**src/rtl/alu_issue_stage_pkg.sv**
```systemverilog
// rtl/alu_issue_stage_pkg.sv - shared definitions for the ALU issue stage
package definitions;

    localparam int DW = 8;
    localparam int AW = 3;

    typedef enum logic [2:0] {
        kNOP = 3'd0,
        kADD = 3'd1,
        kSUB = 3'd2,
        kAND = 3'd3,
        kOR  = 3'd4,
        kXOR = 3'd5,
        kLSH = 3'd6,
        kRSH = 3'd7
    } op_mne;

    typedef struct packed {
        op_mne           op;
        logic [DW-1:0]   a;
        logic [DW-1:0]   b;
        logic [AW-1:0]   dst;
        logic            wen;
    } issue_t;

    typedef struct packed {
        logic [DW-1:0]   data;
        logic [AW-1:0]   dst;
        logic            wen;
    } result_t;

    // True when a pipeline entry will write the register a consumer is about to read.
    function automatic logic dst_hit(input logic valid, input logic wen,
                                     input logic [AW-1:0] dst, input logic [AW-1:0] src);
        return valid && wen && (dst == src);
    endfunction

endpackage

```
**src/rtl/alu_fwd_sel.sv**
```systemverilog
// rtl/alu_fwd_sel.sv - per-operand forwarding select, built only with ALU_FWD_EN
`ifdef ALU_FWD_EN
import definitions::*;

module alu_fwd_sel #(
    parameter int DW = definitions::DW,
    parameter int AW = definitions::AW
) (
    input  logic [AW-1:0] src_i,
    input  logic [DW-1:0] rf_data_i,
    input  logic          i_valid_i,
    input  logic          i_wen_i,
    input  logic [AW-1:0] i_dst_i,
    input  logic [DW-1:0] i_data_i,
    input  logic          r_valid_i,
    input  logic          r_wen_i,
    input  logic [AW-1:0] r_dst_i,
    input  logic [DW-1:0] r_data_i,
    output logic [DW-1:0] data_o
);

    // Newest producer wins: the op in the issue register, then the held result.
    always_comb begin
        data_o = rf_data_i;
        if (dst_hit(i_valid_i, i_wen_i, i_dst_i, src_i)) begin
            data_o = i_data_i;
        end else if (dst_hit(r_valid_i, r_wen_i, r_dst_i, src_i)) begin
            data_o = r_data_i;
        end
    end

endmodule
`endif

```
**src/rtl/alu_issue_stage.sv**
```systemverilog
// rtl/alu_issue_stage.sv - issue/result registers around an external ALU; ALU_FWD_EN enables forwarding
import definitions::*;

module alu_issue_stage #(
    parameter int DW = definitions::DW,
    parameter int AW = definitions::AW
) (
    input  logic          Clk,
    input  logic          Reset,
    input  logic          in_valid,
    output logic          in_ready,
    input  logic [2:0]    in_op,
    input  logic [DW-1:0] in_a,
    input  logic [DW-1:0] in_b,
    input  logic [AW-1:0] in_src_a,
    input  logic [AW-1:0] in_src_b,
    input  logic [AW-1:0] in_dst,
    input  logic          in_wen,
    output logic [DW-1:0] alu_a,
    output logic [DW-1:0] alu_b,
    output logic [2:0]    alu_op,
    input  logic [DW-1:0] alu_out,
    input  logic          alu_zero,
    output logic          wb_valid,
    input  logic          wb_ready,
    output logic [DW-1:0] wb_data,
    output logic [AW-1:0] wb_dst,
    output logic          wb_wen,
    output logic          zero_flag
);

    logic          i_valid_q, i_valid_d;
    issue_t        i_q, i_d;
    logic          r_valid_q, r_valid_d;
    result_t       r_q, r_d;
    logic          zero_q, zero_d;

    logic          r_take;
    logic          i_take;
    logic          xfer;
    logic          accept;
    logic          stall;
    logic [DW-1:0] a_sel;
    logic [DW-1:0] b_sel;

    // R can load when empty or when writeback takes its current content.
    assign r_take = !r_valid_q || wb_ready;
    assign i_take = !i_valid_q || r_take;
    assign xfer   = i_valid_q && r_take;

`ifdef ALU_FWD_EN
    assign stall = 1'b0;

    alu_fwd_sel #(.DW(DW), .AW(AW)) u_fwd_a (
        .src_i     (in_src_a),
        .rf_data_i (in_a),
        .i_valid_i (i_valid_q),
        .i_wen_i   (i_q.wen),
        .i_dst_i   (i_q.dst),
        .i_data_i  (alu_out),
        .r_valid_i (r_valid_q),
        .r_wen_i   (r_q.wen),
        .r_dst_i   (r_q.dst),
        .r_data_i  (r_q.data),
        .data_o    (a_sel)
    );

    alu_fwd_sel #(.DW(DW), .AW(AW)) u_fwd_b (
        .src_i     (in_src_b),
        .rf_data_i (in_b),
        .i_valid_i (i_valid_q),
        .i_wen_i   (i_q.wen),
        .i_dst_i   (i_q.dst),
        .i_data_i  (alu_out),
        .r_valid_i (r_valid_q),
        .r_wen_i   (r_q.wen),
        .r_dst_i   (r_q.dst),
        .r_data_i  (r_q.data),
        .data_o    (b_sel)
    );
`else
    // Without forwarding, hold the consumer until every matching producer has left R.
    assign stall = in_valid &&
                   (dst_hit(i_valid_q, i_q.wen, i_q.dst, in_src_a) ||
                    dst_hit(i_valid_q, i_q.wen, i_q.dst, in_src_b) ||
                    dst_hit(r_valid_q, r_q.wen, r_q.dst, in_src_a) ||
                    dst_hit(r_valid_q, r_q.wen, r_q.dst, in_src_b));
    assign a_sel = in_a;
    assign b_sel = in_b;
`endif

    assign in_ready = i_take && !stall;
    assign accept   = in_valid && in_ready;

    // Next state of the issue register, the result register and the zero flag.
    always_comb begin
        i_valid_d = i_valid_q;
        i_d       = i_q;
        r_valid_d = r_valid_q;
        r_d       = r_q;
        zero_d    = zero_q;

        if (accept) begin
            i_valid_d = 1'b1;
            i_d.op    = op_mne'(in_op);
            i_d.a     = a_sel;
            i_d.b     = b_sel;
            i_d.dst   = in_dst;
            i_d.wen   = in_wen;
        end else if (xfer) begin
            i_valid_d = 1'b0;
        end

        // A transfer refilling R takes precedence over the drain emptying it.
        if (xfer) begin
            r_valid_d = 1'b1;
            r_d.data  = alu_out;
            r_d.dst   = i_q.dst;
            r_d.wen   = i_q.wen;
            zero_d    = alu_zero;
        end else if (r_valid_q && wb_ready) begin
            r_valid_d = 1'b0;
        end
    end

    // Pipeline state; reset drops every in-flight operation.
    always_ff @(posedge Clk) begin
        if (Reset) begin
            i_valid_q <= 1'b0;
            i_q       <= '0;
            r_valid_q <= 1'b0;
            r_q       <= '0;
            zero_q    <= 1'b0;
        end else begin
            i_valid_q <= i_valid_d;
            i_q       <= i_d;
            r_valid_q <= r_valid_d;
            r_q       <= r_d;
            zero_q    <= zero_d;
        end
    end

    assign alu_a     = i_valid_q ? i_q.a : '0;
    assign alu_b     = i_valid_q ? i_q.b : '0;
    assign alu_op    = i_valid_q ? i_q.op : kNOP;

    assign wb_valid  = r_valid_q;
    assign wb_data   = r_q.data;
    assign wb_dst    = r_q.dst;
    assign wb_wen    = r_q.wen;
    assign zero_flag = zero_q;

endmodule

```
**config.mk**
```make
export PLATFORM = sky130hd
export DESIGN_NAME = alu_issue_stage
export DESIGN_NICKNAME = d
export VERILOG_FILES = /design/src/rtl/alu_issue_stage_pkg.sv /design/src/rtl/alu_fwd_sel.sv /design/src/rtl/alu_issue_stage.sv
export SDC_FILE = /design/constraint.sdc
export NUM_CORES = 1
export LEC_CHECK = 0
export BUFFER_PORTS_ARGS = -buffer_cell sky130_fd_sc_hd__buf_4
export CORE_MARGIN = 2
export CORE_UTILIZATION = 43
export DETAILED_ROUTE_END_ITERATION = 6
export PLACE_DENSITY = 0.78
export SLEW_MARGIN = 20
export SYNTH_ARGS = -nofsm -noshare
export SYNTH_HDL_FRONTEND = slang
export SYNTH_SLANG_ARGS = --single-unit
export TNS_END_PERCENT = 5
```
**constraint.sdc**
```tcl
create_clock -name Clk -period 1.5 [get_ports Clk]
set_clock_uncertainty 0.05 [all_clocks]
set_input_delay 0.3 -clock Clk [delete_from_list [all_inputs] [get_ports Clk]]
set_output_delay 0.3 -clock Clk [all_outputs]
set_load 0.02 [all_outputs]
```
### Word level (Yosys, flattened, before mapping)

Index checks and enable logic that the tools add are counted.

| word-level totals | value |
|---|---|
| flip-flop bits (word level) | 38 |
| output and inout port bits | 34 |
| word-level logic and storage cells | 43 |
| bits of input ports | 42 |

| operators by class | value |
|---|---|
| reduce and logical (&&, ||, !) cells | 21 |
| mux-type cells | 7 |
| eq/ne operators | 4 |

Operators by type and width:

| cell | number |
|---|---|
| 8-bit 2-to-1 mux | 2 |
| 3-bit == test | 4 |
| 1-bit logical AND | 11 |
| 1-bit logical OR | 5 |
| 1-bit 2-to-1 mux | 4 |
| 2-bit nonzero test | 2 |
| 1-bit logical NOT | 3 |
| 3-bit 2-to-1 mux | 1 |

### Longest topological paths before layout

Gate-level depths: netlist of the first run.

| logic depth | value |
|---|---|
| word-level depth | 10 |
| mapped depth | 6 |
| depth with buffers taken out | 5 |

### Worst setup path after synthesis of the first run

OpenSTA, ideal clock, no wires.

| path | value |
|---|---|
| path type | reg2out |
| start | register r_q, in the netlist wb_dst[1] |
| end | output port in_ready |
| cell stages (with the launch flop) | 6 |
| data arrival time | 1.458 ns |
| data required time | 1.150 ns |
| path slack | -0.308 ns |
| path buffers | 0 |
| cells stage by stage | dfxtp_1 > xor2_1 > nor4_1 > nor2_1 > nand3_1 > a21boi_0 |

| on the way | value |
|---|---|
| cells in the longest elaborated chain, start to end | 7 |
| elaborated cells between the ends (all ways) | 9 |
| those cells by class | eq/ne: 2; reduce/logical: 7 |

RTL lines:

| what | RTL line | text |
|---|---|---|
| start, declared | alu_issue_stage.sv:35 | `result_t r_q, r_d;` |
| start signal, assigned | alu_issue_stage.sv:138 | `r_q <= r_d;` |
| 3-bit == test | alu_issue_stage_pkg.sv:35 | `return valid && wen && (dst == src);` |
| 1-bit logical AND | alu_issue_stage_pkg.sv:35 |  |
| 1-bit logical OR | alu_issue_stage.sv:85 | `dst_hit(i_valid_q, i_q.wen, i_q.dst, in_src_b) \|\|` |
| 1-bit logical OR * | alu_issue_stage.sv:86 | `dst_hit(r_valid_q, r_q.wen, r_q.dst, in_src_a) \|\|` |
| 1-bit logical AND * | alu_issue_stage.sv:83 | `assign stall = in_valid &&` |
| 1-bit logical NOT * | alu_issue_stage.sv:92 | `assign in_ready = i_take && !stall;` |
| 1-bit logical AND * | alu_issue_stage.sv:92 |  |
| end, declared | alu_issue_stage.sv:11 | `output logic in_ready,` |

Mark *: on every way between the ends. The rest lies on a longest branch, timed or not.

### Worst setup path after layout of the first run

| path | value |
|---|---|
| start | register r_q, in the netlist wb_dst[0] |
| end | output port in_ready |

Same word-level chain as after synthesis.

==> results.ini, run 1 <==
[sta]
post-route-period-util_pct = 122
rsz0062_at_grt = true
slew_violations = 0
max_freq_mhz = 548
hold_viol_final = 0
slew_headroom_pct = 64.6
tightest_slew_ns = 0.528
setup_violations = 24
fin_crit_ns = 1.83
finalWorstSetupSlack_ns = -0.325

[clocking]
htreeDepth = 2
cts_root_buf = clkbuf_8
clk_latency_ns = 0.29
tritoncts = yes
cts.path.max_buffers = 2
cts_buffers = 5
clock-sinks = 38
clk_pin_slew_worst_paths_ns = 0.07

[floorplanning]
die_w_um = 69.6
io_pins = 76
fp-row-count = 23
coreArea_mm2 = 0.00409
die_h_um = 69.6
fp.dieArea_mm2 = 0.00485
initial_core_util_pct = 45.3

[pwr]
p_leak_nw = 1.26
power.density_mw_per_mm2 = 820
worst_ir_drop_vdd_uv = 475

[global_route]
grt_pass1_wl_um = 7420
grt_max_degree = 62
grt_pass1_vias = 1624
antenna_found_initial = 0
globalRouteOverflowTotal = 0
grtUsageTotal_pct = 18.7

[drt]
antenna_left = 0
viasPerCell = 4.68
wl_um = 4350
drtIter0Drc = 42
via_count = 1616
drc = 0
dr.pass1.iters = 4
detail_route.wl_per_cell_um = 12.6

[logic_synthesis]
synth_area_mm2 = 0.00185
yosys_warnings = 0
seq_area_frac_synth_pct = 41.1
ys_seq_elements = 38
syn_area_per_cell_um2 = 8.86
synthCells = 209
synthDistinctLibCells = 17
synth_nets = 251

[worst_hold_path]
worstHoldPathCells = 3
hold_path.class = primary input to flip-flop
min_from = alu_out[6]
worstHoldEndpoint = wb_data[6]$_SDFFE_PP0P_

[critical_path]
worst_setup_path_start_kind = flip-flop
max_stage_delay_ns = 0.36
worstPathMaxFanout = 3
crit_path_start = wb_dst[0]$_SDFFE_PP0P_
endpoint_kind = output pin
r2r-start = wb_dst[1]$_SDFFE_PP0P_
critPathRequiredTime_ns = 1.15
path_class = flip-flop to output pin
crit_chain = xor2_1 -> nor4_1 -> nor2_1 -> nand3_1 -> a21boi_1 -> buf_4
cp.arrival_ns = 1.48
reg2reg_slack_ns = -0.26
critPathSlowestCell = dfxtp_4
rr_worst_depth = 8
regToRegEndpoint = i_q[22]$_SDFFE_PP0P_

[cells_and_area]
fin_cells = 345
final_net_count = 337
drive_gt1_share_pct = 36.9
syn_to_final_growth_pct = 46.4
num_antenna_cells = 0

[placed_design]
gp_congestion = 0.803
placedCellCount = 336
dpl.hpwl_um = 3110
io_buffers = 75
preCtsSetupSlack_ns = -0.184

[run_status]
status = complete, but fails checks
violations = negative setup slack

[flow_run]
drv_cap = 0

==> layout make-up <==
type	count	area (um^2)
well taps	50	62.6
flip-flops and latches	38	773
clock buffers	7	86.3
repair buffers	91	742
fillers	352	1380
multi-input cells	159	1050
==> flip-flops by register name, indices dropped and copies added, names as in the netlist <==
signal / count
i_valid_q: 1
zero_flag: 1
wb_wen: 1
wb_valid: 1
i_q: 23
wb_dst: 3
wb_data: 8
==> critical path: cells and delay by family, from the launching register on <==
kind            cells  cell delay [ns]
flops               1             0.36
buf+inv             1             0.15
simple gates        3             0.47
xor+xnor            1             0.16
compound gates      1             0.06
==> cells by family after synthesis <==
group / share of synthesized area, %
AND/OR/NAND/NOR: 33.0
multiplexers: 12.4
AO/OA/AOI/OAI: 4.19
XOR/XNOR: 5.68
flip-flops: 41.1
buffers and inverters: 3.65
==> synthesized netlist by cell type <==
cell	n	area share (%)
nand2b_1	47	16
dfxtp_1	38	41
nand2_1	30	6.1
mux2i_1	23	12
and2_1	20	6.8
a21oi_1	14	3.8
clkbuf_1	10	2.0
xnor2_1	6	2.8
xor2_1	6	2.8
nand4_1	3	1.0
nor2_1	3	0.61
buf_8	2	1.6
nor2b_1	2	0.68
nor4_1	2	0.68
a21boi_0	1	0.41
nand3_1	1	0.27
nor3b_4	1	1.0
==> through the flow <==
step                      util (%)  total power, mW  area, um^2  hold WS, ns  TNS (ns)
after detailed placement      62.4             1.54        2550        0.399     -4.36
after global placement        62.4             1.53        2550        0.393     -2.54
after floorplan                  -             1.34        1860        0.386     -1.70
after CTS                     65.8             2.24        2690        0.201     -5.46
after global routing          66.3             2.32        2710        0.212     -9.23
final                         66.3             2.22        2710        0.203     -5.89
==> placed cells by master, fill, tap and decap left out, types with 5 or more instances in the layout <==
master / synthesis / layout
and2_4: 0 / 5
nand2_1: 30 / 30
clkbuf_8: 0 / 6
nand2b_1: 47 / 47
buf_6: 0 / 9
xor2_1: 6 / 5
mux2i_1: 23 / 23
dfxtp_1: 38 / 34
xnor2_1: 6 / 6
a21oi_1: 14 / 14
and2_1: 20 / 15
buf_4: 0 / 80
==> per-layer routing <==
layer / up-vias / routed length, um / track usage [%]
met1: 728 / 1960 / 23.8
met4: 0 / 82 / 7.05
met2: 40 / 2100 / 30.4
li1: 840 / - / -
met5: - / 0 / 0
met3: 8 / 204 / 4.94
==> worst max-delay path by stage <==
stage | slack (ns) | to | depth (start not counted)
finish | -0.33 | in_ready | 6
global route | -0.41 | in_ready | 6
CTS | -0.29 | in_ready | 6
detailed placement | -0.18 | i_q[22]$_SDFFE_PP0P_ | 7
global placement | -0.1 | i_q[4]$_SDFFE_PP0P_ | 7
floorplan | -0.08 | i_q[10]$_SDFFE_PP0P_ | 6
==> report_power, final <==
group          total (mW)  internal [mW]  switching (mW)
clock network       0.697          0.364           0.332
registers            1.10           1.06          0.0363
logic               0.426          0.239           0.186
==> timing repair <==
item	4_1_cts	5_1_grt
pin swaps	6	4
endpoints found under the hold margin	0	0
setup endpoints to repair	42	35
resized for setup	12	5
hold buffers	0	0
buffers inserted	2	0
Power figures use the tool's default switching activity.
==> run 2, diff against run 1 <==
Settings changed: BUFFER_PORTS_ARGS -buffer_cell sky130_fd_sc_hd__buf_4 to -buffer_cell sky130_fd_sc_hd__buf_2, PLACE_DENSITY 0.78 to 0.75, SYNTH_HIERARCHICAL set to 1.
==> results.ini, run 2 <==
[run_status]
status = complete, but fails checks  ; unchanged
violations = negative setup slack  ; unchanged

[floorplanning]
die_w_um = 69.6  ; unchanged
fp.dieArea_mm2 = 0.00485  ; unchanged
coreArea_mm2 = 0.00409  ; unchanged
fp-row-count = 23  ; unchanged
io_pins = 76  ; unchanged
initial_core_util_pct = 45.3  ; unchanged
die_h_um = 69.6  ; unchanged

[cells_and_area]
largest_reg_flops = 23  ; unchanged
syn_to_final_growth_pct = 37.2  ; was 46.4%
final_net_count = 338  ; was 337
drive_gt1_share_pct = 35.7  ; was 36.9%
fin_cells = 347  ; was 345
final_common_cell = buf_2  ; was buf_4
top_register = i_q  ; unchanged
multi_input_area_mm2 = 0.00104  ; was 0.00105 mm^2
num_antenna_cells = 0  ; unchanged
fillers = 374  ; was 352
mostFrequentLayoutCells = buf_2 (74), nand2b_1 (47), dfxtp_1 (33)  ; was buf_4 (80), nand2b_1 (47), dfxtp_1 (34)
seqCellArea_um2 = 774  ; was 773 um^2

[sta]
hold_ws_ns = 0.196  ; was 0.203 ns
finalWorstSetupSlack_ns = -0.276  ; was -0.325 ns
setup_violations = 24  ; unchanged
slew_headroom_pct = 85.6  ; was 64.6%
post-route-period-util_pct = 118  ; was 122%
tightest_slew_ns = 0.214  ; was 0.528 ns
hold_viol_final = 0  ; unchanged
fin_crit_ns = 1.78  ; was 1.83 ns
max_freq_mhz = 563  ; was 548 MHz
rsz0062_at_grt = true  ; unchanged
slew_violations = 0  ; unchanged

[logic_synthesis]
synth_ff_type = dfxtp_1  ; unchanged
syn_area_per_cell_um2 = 8.86  ; unchanged
synth_area_mm2 = 0.00185  ; unchanged
yosys.area_share.simple_pct = 33.0  ; unchanged
synth_nets = 251  ; unchanged
synth_area_leaders = dfxtp_1 (41%), nand2b_1 (16%), mux2i_1 (12%)  ; unchanged
yosys_warnings = 6  ; was 0
synthMuxAreaShare_pct = 12.4  ; unchanged
yosys-top-cells-count = nand2b_1 (47), dfxtp_1 (38), nand2_1 (30)  ; unchanged
synth.largest_area_cell = dfxtp_1  ; unchanged
synth_edf_count = 0  ; unchanged
synthCells = 209  ; unchanged
synth_fa_ha_area_share_pct = 0  ; unchanged
synth_compound_area_share_pct = 4.19  ; unchanged
synth_top_cell_area_share_pct = 41.1  ; unchanged
synthDistinctLibCells = 17  ; unchanged
ys_seq_elements = 38  ; unchanged
synthXorXnorAreaFrac_pct = 5.68  ; unchanged
seq_area_frac_synth_pct = 41.1  ; unchanged
synth_top_family_by_area = simple AND/OR/NAND/NOR gates  ; unchanged
async_reset_ff_share_pct = 0  ; unchanged
yosysMostFrequentCell = nand2b_1  ; unchanged

[pwr]
p_sw_share_pct = 25.9  ; was 25.0%
worst_ir_drop_vdd_uv = 546  ; was 475 uV
p_leak_nw = 1.23  ; was 1.26 nW
p_sw_uw = 556  ; was 555 uW
power.density_mw_per_mm2 = 844  ; was 820 mW/mm^2
internal_power_mw = 1.59  ; was 1.67 mW
combPwrFrac_pct = 18.3  ; was 19.1%
p_clk_share_pct = 30.4  ; was 31.3%
seqPwrFrac_pct = 51.3  ; was 49.5%

[critical_path]
max_stage_delay_ns = 0.36  ; about the same
critPathRequiredTime_ns = 1.15  ; about the same
regToRegEndpoint = i_q[0]$_SDFFE_PP0P_  ; was i_q[22]$_SDFFE_PP0P_
crit_chain = xor2_1 -> nor4_2 -> nor2_1 -> nand3_1 -> a21boi_1 -> buf_4  ; was xor2_1 -> nor4_1 -> nor2_1 -> nand3_1 -> a21boi_1 -> buf_4
endpoint_kind = output pin  ; unchanged
worst_setup_path_start_kind = flip-flop  ; unchanged
r2r-start = wb_dst[0]$_SDFFE_PP0P_  ; was wb_dst[1]$_SDFFE_PP0P_
path_delay_family = simple AND/OR/NAND/NOR gates  ; unchanged
critPathSlowestCell = dfxtp_4  ; unchanged
worstPathMaxFanout = 4  ; was 3
cp.arrival_ns = 1.43  ; was 1.48 ns
rr_worst_depth = 8  ; unchanged
reg2reg_slack_ns = -0.22  ; was -0.26 ns
critPathBufInv = 1  ; unchanged
path_class = flip-flop to output pin  ; unchanged

[drt]
via_count = 1591  ; was 1,616
viasPerCell = 4.59  ; was 4.68
drc = 0  ; unchanged
dr.pass1.iters = 4  ; unchanged
antenna_left = 0  ; unchanged
drtIter0Drc = 76  ; was 42
detail_route.wl_per_cell_um = 11.9  ; was 12.6 um
wl_um = 4130  ; was 4350 um

[placed_design]
dpl.hpwl_um = 2820  ; was 3110 um
io_buffers = 75  ; unchanged
placedCellCount = 335  ; was 336
gp_congestion = 0.862  ; was 0.803

[global_route]
grtUsageTotal_pct = 16.8  ; was 18.7%
antenna_found_initial = 0  ; unchanged
globalRouteOverflowTotal = 0  ; unchanged
grt_max_degree = 62  ; unchanged
grt_pass1_vias = 1453  ; was 1,624
grt_pass1_wl_um = 6660  ; was 7420 um

[flow_run]
drv_cap = 0  ; unchanged

[clocking]
tritoncts = yes  ; unchanged
clk_pin_slew_worst_paths_ns = 0.07  ; about the same
cts_root_buf = clkbuf_8  ; unchanged
cts.path.max_buffers = 2  ; unchanged
cts_buffers = 5  ; unchanged
htreeDepth = 2  ; unchanged
clock-sinks = 38  ; unchanged
cts_hold_buf = 0  ; unchanged
clk_latency_ns = 0.28  ; was 0.29 ns

[worst_hold_path]
worstHoldPathCells = 3  ; unchanged
hold_path.class = primary input to flip-flop  ; unchanged
worstHoldEndpoint = wb_data[1]$_SDFFE_PP0P_  ; was wb_data[6]$_SDFFE_PP0P_
min_from = alu_out[1]  ; was alu_out[6]

[run 2: cell count changes in the layout (fill, tap and decap cells not counted), sizes merged]
cell and change:
buf -1, clkbuf +1, clkinv +2
[run 2: worst max path at each step]
| stage | start | endpoint | slack, ns | cells past startpoint |
|---|---|---|---|---|
| after floorplan | wb_dst[1]$_SDFFE_PP0P_ | i_q[10]$_SDFFE_PP0P_ | -0.08 | 6 |
| final | wb_dst[0]$_SDFFE_PP0P_ | in_ready | -0.28 | 6 |
| after global placement | in_src_a[0] | i_q[18]$_SDFFE_PP0P_ | -0.1 | 7 |
| after global routing | wb_dst[0]$_SDFFE_PP0P_ | in_ready | -0.37 | 6 |
| after detailed placement | in_src_b[1] | i_q[10]$_SDFFE_PP0P_ | -0.17 | 7 |
| after CTS | wb_dst[0]$_SDFFE_PP0P_ | in_ready | -0.29 | 6 |
[run 2: repair_timing]
action,in CTS,in global routing
endpoints found under the hold margin,0,0
pin swaps,6,0
cloned,0,2
endpoints found under the setup margin,35,43
buffers inserted,1,1
resized for setup,5,2
[run 2: metrics by stage]
step	util [%]	power [mW]	cell area [um^2]	worst slack (ns)	setup TNS [ns]
6_report	62.2	2.15	2540	-0.276	-4.83
5_1_grt	62.2	2.26	2540	-0.371	-6.88
4_1_cts	60.3	2.14	2470	-0.285	-3.42
3_5_place_dp	57.7	1.48	2360	-0.171	-3.46
3_3_place_gp	57.7	1.48	2360	-0.0979	-1.93
2_1_floorplan	-	1.34	1860	-0.0835	-1.70
[run 2: tightest hold or removal path: stages]
cell     delay [ns]
buf_2          0.09
nand2_1        0.04
a21oi_1        0.05
[run 2: power by group through the flow]
stage	clock network, mW	registers [mW]	logic (mW)
after detailed placement	0	1.12	0.363
after floorplan	0	1.13	0.205
final	0.652	1.10	0.393
after global routing	0.721	1.11	0.433
after CTS	0.677	1.10	0.368
after global placement	0	1.12	0.358
[run 2: cell type report]
cell class	count	area share (%)
multi-input cells	159	40.8
repair buffers	92	23.0
flip-flops and latches	38	30.5
clock inverters	2	0.345
clock buffers	6	2.86
well taps	50	2.46
[run 2: logic make-up (layout without fill, tap and decap cells)]
kind of cell,after synthesis,in the layout
AND/OR/NAND/NOR,109,109
flip-flops,38,38
multiplexers,23,23
AO/OA/AOI/OAI,15,15
XOR/XNOR,12,12
buffers and inverters,12,100
[run 2: metal layers]
metal	wire length (um)	part of all wire (%)	track usage, %
met1	1920	46	21.9
met2	1910	46	26.1
met3	236	5.7	5.23
met4	65	1.6	6.62
met5	0	0	0
==> run 3, diff against run 2 <==
Settings changed: CORE_MARGIN 2 to 4, SETUP_SLACK_MARGIN set to 0.4, SYNTH_HIERARCHICAL 1 to not set.
==> results.ini, run 3 (same netlist as run 1, synthesis figures left out) <==
[run_status]
status = complete, but fails checks  ; unchanged
violations = negative setup slack  ; unchanged

[cells_and_area]
final_net_count = 336  ; was 338
mostFrequentLayoutCells = nand2b_1 (47), buf_2 (41), buf_6 (37)  ; was buf_2 (74), nand2b_1 (47), dfxtp_1 (33)
final_common_cell = nand2b_1  ; was buf_2
fillers = 316  ; was 374
syn_to_final_growth_pct = 54.2  ; was 37.2%
num_antenna_cells = 0  ; unchanged
post-route-cell-area_mm2 = 0.00286  ; was 0.00254 mm^2
largest_reg_flops = 23  ; unchanged
seqCellArea_um2 = 787  ; was 774 um^2
multi_input_area_mm2 = 0.00115  ; was 0.00104 mm^2
fin_util_pct = 69.9  ; was 62.2%
drive_gt1_share_pct = 49.3  ; was 35.7%
top_register = i_q  ; unchanged

[floorplanning]
io_pins = 76  ; unchanged
fp.dieArea_mm2 = 0.00542  ; was 0.00485 mm^2
fp-row-count = 23  ; unchanged
die_w_um = 73.6  ; was 69.6 um
initial_core_util_pct = 45.3  ; unchanged
coreArea_mm2 = 0.00409  ; unchanged
die_h_um = 73.6  ; was 69.6 um

[worst_hold_path]
min_from = alu_out[0]  ; was alu_out[1]
hold_path.class = primary input to flip-flop  ; unchanged

[global_route]
antenna_found_initial = 0  ; unchanged
grt_max_degree = 62  ; unchanged
globalRouteOverflowTotal = 0  ; unchanged
grtUsageTotal_pct = 17.2  ; was 16.8%
grt_pass1_wl_um = 7200  ; was 6660 um
grt_pass1_vias = 1621  ; was 1,453

[drt]
wl_um = 4690  ; was 4130 um
via_count = 1624  ; was 1,591
viasPerCell = 4.72  ; was 4.59
antenna_left = 0  ; unchanged
dr.pass1.iters = 4  ; unchanged
detail_route.wl_per_cell_um = 13.6  ; was 11.9 um
drtIter0Drc = 51  ; was 76
drc = 0  ; unchanged

[pwr]
finalPower_mw = 2.36  ; was 2.15 mW
p_leak_nw = 1.28  ; was 1.23 nW
power.density_mw_per_mm2 = 826  ; was 844 mW/mm^2
worst_ir_drop_vdd_uv = 550  ; was 546 uV

[sta]
slew_violations = 0  ; unchanged
slew_headroom_pct = 86.8  ; was 85.6%
post-route-period-util_pct = 121  ; was 118%
fin_crit_ns = 1.81  ; was 1.78 ns
tns_ns = -5.56  ; was -4.83 ns
setup_violations = 24  ; unchanged
finalWorstSetupSlack_ns = -0.310  ; was -0.276 ns
max_freq_mhz = 552  ; was 563 MHz
tightest_slew_ns = 0.197  ; was 0.214 ns
hold_viol_final = 0  ; unchanged
rsz0062_at_grt = true  ; unchanged

[clocking]
clock-sinks = 38  ; unchanged
clk_pin_slew_worst_paths_ns = 0.07  ; about the same
tritoncts = yes  ; unchanged
cts_buffers = 5  ; unchanged
cts_root_buf = clkbuf_8  ; unchanged
clk_latency_ns = 0.28  ; about the same
cts.path.max_buffers = 2  ; unchanged
cts_hold_buf = 0  ; unchanged
htreeDepth = 2  ; unchanged

[placed_design]
placed_cell_area_mm2 = 0.00236  ; unchanged
io_buffers = 75  ; unchanged
dpl.hpwl_um = 3100  ; was 2820 um
gp_congestion = 0.739  ; was 0.862

[flow_run]
drv_cap = 0  ; unchanged

[critical_path]
path_class = flip-flop to output pin  ; unchanged
endpoint_kind = output pin  ; unchanged
crit_path_start = wb_dst[2]$_SDFFE_PP0P_  ; was wb_dst[0]$_SDFFE_PP0P_
r2r-start = wb_dst[2]$_SDFFE_PP0P_  ; was wb_dst[0]$_SDFFE_PP0P_
worstPathMaxFanout = 3  ; was 4
cp.arrival_ns = 1.46  ; was 1.43 ns
crit_chain = xor2_1 -> nor4_2 -> nor2_1 -> nand3_1 -> a21boi_2 -> buf_4  ; was xor2_1 -> nor4_2 -> nor2_1 -> nand3_1 -> a21boi_1 -> buf_4
critPathBufInv = 1  ; unchanged
critPathSlowestCell = dfxtp_4  ; unchanged
max_stage_delay_ns = 0.38  ; was 0.36 ns
critPathRequiredTime_ns = 1.15  ; about the same
worst_setup_path_start_kind = flip-flop  ; unchanged
path_delay_family = flip-flops  ; was simple AND/OR/NAND/NOR gates

## run 3: power breakdown
part / internal [mW] / switching [mW]
Clock: 0.465 / 0.344
Combinational: 0.240 / 0.200
Sequential: 1.07 / 0.0429
Total: 1.77 / 0.587
## run 3: layout make-up
type | count | area share, %
multi-input combinational | 159 | 40.2
tap | 50 | 2.19
timing repair buffer | 90 | 26.2
clock buffer | 7 | 3.77
sequential | 38 | 27.6
## run 3: stage by stage
step	setup WS, ns	hold slack (ns)	instances
2_1_floorplan	-0.0835	0.386	209
3_3_place_gp	-0.107	0.389	335
3_5_place_dp	-0.149	0.395	335
4_1_cts	-0.319	0.184	344
5_1_grt	-0.397	0.186	344
6_report	-0.310	0.193	344
## run 3: path summary, 6_finish.rpt
kind / to / slack, ns / cells after the start
worst max-delay path: in_ready / -0.31 / 6
worst max register to register: i_q[21]$_SDFFE_PP0P_ / -0.26 / 8
worst min-delay path: wb_data[0]$_SDFFE_PP0P_ / 0.19 / 3
worst min register to register: wb_data[2]$_SDFFE_PP0P_ / 0.41 / 2
## run 3: tightest hold or removal path, cell delays in order
cell and delay (ns):
buf_2 0.09, nand2_1 0.05, a21oi_1 0.05
## run 3: per-layer routing
| layer | part of all wire (%) | up-vias | wire length (um) | GRT usage [%] |
|---|---|---|---|---|
| li1 | - | 833 | - | - |
| met1 | 41 | 744 | 1920 | 19.8 |
| met2 | 52 | 38 | 2450 | 30.7 |
| met3 | 4.4 | 9 | 208 | 4.51 |
| met4 | 2.1 | 0 | 100 | 5.23 |
| met5 | 0 | - | 0 | 0 |
## run 3: what timing repair did
action,CTS,global route
setup endpoints to repair,71,71
gates resized for setup,102,18
hold endpoints to repair,0,0
pin swaps,24,13
setup buffers,2,0
